<file path="src/rtl/dtc_link_unpacker.sv">
// Splits one DTC link word stream into per-BX events and writes stubs into a
// BX-parity ping-pong stub memory; framing faults raise sticky error flags.
module dtc_link_unpacker #(
  parameter int unsigned DATA_W   = 36,
  parameter int unsigned IDX_W    = 6,
  parameter logic [3:0]  HDR_MARK = 4'hA
) (
  input  logic                clk,
  input  logic                reset,
  input  logic                in_valid,
  input  logic [63:0]         in_data,
  output logic                mem_we,
  output logic [IDX_W:0]      mem_addr,
  output logic [DATA_W-1:0]   mem_data,
  output logic                evt_done,
  output logic [2:0]          evt_bx,
  output logic [IDX_W:0]      evt_nstub,
  output logic                err_short,
  output logic                err_trunc,
  output logic                err_orphan
);

  localparam int unsigned CNT_W     = IDX_W + 1;
  localparam int unsigned MAX_STUBS = 1 << IDX_W;

  typedef enum logic {IDLE, DATA} state_t;

  state_t            state;
  logic [2:0]        bx;
  logic [7:0]        nstub;
  logic [7:0]        remaining;
  logic [CNT_W-1:0]  idx;
  logic              pend_valid;
  logic [2:0]        pend_bx;

  logic              is_hdr;
  logic [2:0]        hdr_bx;
  logic [7:0]        hdr_n;
  logic              idx_full;
  logic [CNT_W-1:0]  nstub_sat;
  logic              unused_bits;

  assign is_hdr      = (in_data[63:60] == HDR_MARK);
  assign hdr_bx      = in_data[59:57];
  assign hdr_n       = in_data[56:49];
  assign idx_full    = idx[IDX_W];
  assign nstub_sat   = (nstub > 8'(MAX_STUBS)) ? CNT_W'(MAX_STUBS) : CNT_W'(nstub);
  assign unused_bits = ^in_data[48:DATA_W];

  // Pending zero-count done is emitted first; a new zero-count done landing
  // on a busy done slot is parked in the single-entry holding register.
  always_ff @(posedge clk) begin
    if (reset) begin
      state      <= IDLE;
      bx         <= 3'd0;
      nstub      <= 8'd0;
      remaining  <= 8'd0;
      idx        <= '0;
      pend_valid <= 1'b0;
      pend_bx    <= 3'd0;
      mem_we     <= 1'b0;
      mem_addr   <= '0;
      mem_data   <= '0;
      evt_done   <= 1'b0;
      evt_bx     <= 3'd0;
      evt_nstub  <= '0;
      err_short  <= 1'b0;
      err_trunc  <= 1'b0;
      err_orphan <= 1'b0;
    end else begin
      mem_we   <= 1'b0;
      evt_done <= 1'b0;
      if (pend_valid) begin
        evt_done   <= 1'b1;
        evt_bx     <= pend_bx;
        evt_nstub  <= '0;
        pend_valid <= 1'b0;
      end
      if (in_valid) begin
        if (is_hdr) begin
          if (state == DATA) begin
            err_short <= 1'b1;
            evt_done  <= 1'b1;
            evt_bx    <= bx;
            evt_nstub <= idx;
          end
          bx        <= hdr_bx;
          nstub     <= hdr_n;
          remaining <= hdr_n;
          idx       <= '0;
          if (hdr_n == 8'd0) begin
            state <= IDLE;
            if (state == DATA || pend_valid) begin
              pend_valid <= 1'b1;
              pend_bx    <= hdr_bx;
            end else begin
              evt_done  <= 1'b1;
              evt_bx    <= hdr_bx;
              evt_nstub <= '0;
            end
          end else begin
            state <= DATA;
          end
        end else if (state == IDLE) begin
          err_orphan <= 1'b1;
        end else begin
          if (idx_full) begin
            err_trunc <= 1'b1;
          end else begin
            mem_we   <= 1'b1;
            mem_addr <= {bx[0], idx[IDX_W-1:0]};
            mem_data <= in_data[DATA_W-1:0];
            idx      <= idx + CNT_W'(1);
          end
          remaining <= remaining - 8'd1;
          if (remaining == 8'd1) begin
            evt_done  <= 1'b1;
            evt_bx    <= bx;
            evt_nstub <= nstub_sat;
            state     <= IDLE;
          end
        end
      end
    end
  end

endmodule
</file>
<file path="config.mk">
export PLATFORM = sky130hd
export DESIGN_NAME = dtc_link_unpacker
export DESIGN_NICKNAME = d
export VERILOG_FILES = /design/src/rtl/dtc_link_unpacker.sv
export SDC_FILE = /design/constraint.sdc
export NUM_CORES = 1
export LEC_CHECK = 0
export CELL_PAD_IN_SITES_DETAIL_PLACEMENT = 0
export CELL_PAD_IN_SITES_GLOBAL_PLACEMENT = 1
export CORE_MARGIN = 2
export CORE_UTILIZATION = 33
export CTS_CLUSTER_DIAMETER = 60
export DETAILED_ROUTE_END_ITERATION = 6
export GPL_ROUTABILITY_DRIVEN = 0
export PLACE_DENSITY = 0.83
export SLEW_MARGIN = 10
export SYNTH_ARGS = -nofsm -noshare
export SYNTH_HDL_FRONTEND = slang
export SYNTH_SLANG_ARGS = --single-unit
</file>
<file path="constraint.sdc">
create_clock -name clk -period 1.85 [get_ports clk]
set_input_delay 0.4625 -clock clk [delete_from_list [all_inputs] [get_ports clk]]
set_output_delay 0.4625 -clock clk [all_outputs]
set_load 0.05 [all_outputs]
</file>
==> results.cfg <==
[status]
status = complete, no violations

[final_layout]
fillers = 1113
final_layout_size_suffix_gt1_share_pct = 24.2
regArea_mm2 = 0.00178
antenna_cells = 0
stdcell_count = 776
multi_input_comb_area_mm2 = 0.00202
final_util_pct = 50.6
finalNetCount = 698
area_delta_synth_final_pct = 48.8

[clock_tree]
cts-root-buf = clkbuf_16
clk_latency_ns = 0.33
cts.reportedPaths.clkPinSlew_ns = 0.07
cts_tree = done
cts_buffer_depth = 2
cts_buffers = 9
cts.sinks = 89
htree_levels = 3

[floorplanning]
die_area_mm2 = 0.0127
core_mm2 = 0.0115
dieWidth_um = 113
initial_utilization_pct = 34.0
die_h_um = 113
row_count = 39
ios = 125

[placement]
placed_cells = 753
place_ws_ns = -0.439
dp_hpwl_um = 8250
io_buffers = 111

[power_and_ir_drop]
ir_drop_uv = 422
powerDensity_mw_per_mm2 = 752
leakage_nw = 2.23

[routing]
wire_per_inst_um = 15.4
avgViaCountPerCell = 5.23
drt-total-wl_um = 11900
ant_nets = 0
initialDrtViolationCount = 331
vias = 4058
drtPass1Iterations = 7
drc_errors = 0

[logic_synthesis]
synth_top_area_share_pct = 45.7
synth-seq-area-share_pct = 45.7
synth_flop_cell = dfxtp_1
synth_common_cells = nand2_1, dfxtp_1, a21oi_1
synth_area_per_cell_um2 = 7.88
synth_area_mm2 = 0.00390
synth-warning-count = 0
synth_area_leader_cell = dfxtp_1
ys_seq_elements = 89
syn_nets = 565
synth_cell_types = 48
async_reset_ff_share_pct = 0
synth_cells = 495
synth-edff-count = 0
ys_top_cells_by_area = dfxtp_1, nand2_1, a21oi_1
synth.most_common_cell = nand2_1

[timing]
finalSetupViolations = 0
fmaxAchievable_ghz = 0.553
worst_pin_slew_ns = 0.491
slew_headroom_pct = 67.1
period_share_pct = 97.7
fin_setup_tns_ns = 0
slew_violations = 0
worst_slack_ns = 0.0427
finalHoldViolations = 0
fin_crit_ns = 1.81
skew_ns = 0.00500

[worst_setup_path]
critPathBufInv = 3
crit_type = primary input to flop
cpPeakStageDelay_ns = 0.49
arrival_ns = 2.01
crit_chain = clkdlybuf4s50_1 -> nand2_1 -> buf_4 -> or3_4 -> clkbuf_16 -> nand2_1 -> a21oi_1
cp_slowest_cell = clkdlybuf4s50_1
endpoint_kind = flop
cp_max_fo = 10
crit_family = buffers and inverters
startpoint_type = primary input
crit_path_frequent_cell = nand2_1
cp.required_ns = 2.05

[run]
maxCapViolations = 0

[global_route]
grt_pass1_wl_um = 18600
antenna_found_initial = 0
grt_usage_pct = 18.0
grt_pass1_vias = 3756
grt-ovfl-total = 0
grt_max_degree = 45

[min_path]
hp-class = flop to flop
-- routing by layer --
metal  GRT usage (%)  part of all wire (%)
met1            23.8                    45
met2            29.3                    48
met3            3.91                   5.6
met4            6.18                   1.6
met5               0                     0
-- what timing repair did --
item	in CTS	in global routing
hold buffers	0	0
pin swaps	2	8
gates cloned	1	4
setup endpoints to repair	36	61
buffers inserted	0	2
gates resized for setup	7	17
-- final timing paths --
path	startpoint	endpoint	slack [ns]	cells past startpoint
max	in_valid	mem_data[10]	0.04	7
min	mem_data[8]	mem_data[8]	0.45	2
max reg2reg	remaining[3]	evt_bx[1]	0.06	5
min reg2reg	mem_data[8]	mem_data[8]	0.45	2
-- state kept, by name (all words and copies together), names as in the netlist, 3 cells and up --
name       cells
evt_bx         3
bx             3
remaining      8
pend_bx        3
mem_data      36
idx            7
evt_nstub      7
nstub          8
mem_addr       7
-- logic make-up (layout without fill, tap and decap cells) --
group	after synthesis	in the layout	share of synthesized area, %
compound gates	128	128	19.3
flops	89	89	45.7
xor+xnor	1	1	0.225
simple gates	217	217	25.4
mux	14	14	3.91
buf+inv	43	181	4.52
fa+ha+maj	3	3	0.962
-- power breakdown --
| group | total, W | internal, W | switching, W |
|---|---|---|---|
| clock | 0.00204 | 0.00129 | 0.000749 |
| sequential | 0.00195 | 0.00193 | 0.0000142 |
| combinational | 0.000377 | 0.000191 | 0.000187 |
| total | 0.00437 | 0.00342 | 0.000950 |
-- per-stage QoR --
stage	hold WS, ns	power, W	area [um2]
after floorplan	0.436	0.00214	3900
after global placement	0.444	0.00235	5260
after detailed placement	0.447	0.00235	5260
after CTS	0.455	0.00440	5650
after global routing	0.478	0.00453	5810
final	0.454	0.00437	5810
-- layout by cell type, fill, tap and decap left out, types with 4 or more instances in the layout --
| master | instances |
|---|---|
| nor3_1 | 7 |
| o22ai_1 | 15 |
| clkbuf_16 | 12 |
| dlymetal6s2s_1 | 5 |
| a21oi_1 | 75 |
| mux2i_1 | 4 |
| buf_4 | 96 |
| nand2_1 | 128 |
| nand2b_1 | 12 |
| inv_1 | 5 |
| nand3_1 | 14 |
| dfxtp_1 | 88 |
| clkdlybuf4s50_1 | 47 |
| a211oi_1 | 7 |
| mux2_2 | 10 |
| nor2_1 | 26 |
| nand4_1 | 5 |
| o21ai_0 | 7 |
| buf_6 | 4 |
-- area by class of cell --
class                   count  area share [%]
flip-flops and latches     89            30.7
clock inverters             4            1.27
multi-input cells         363            34.8
repair buffers            160            25.3
well taps                 143            3.08
inverters                   5           0.323
clock buffers              12            4.59
-- worst register-to-register path, cell delays in order (launching register included) --
cell and delay (ns):
dfxtp_1 0.35, or4_4 0.57, nor4b_4 0.27, buf_4 0.18
nor3_1 0.06, a211o_1 0.25
Power figures use the tool's default switching activity.
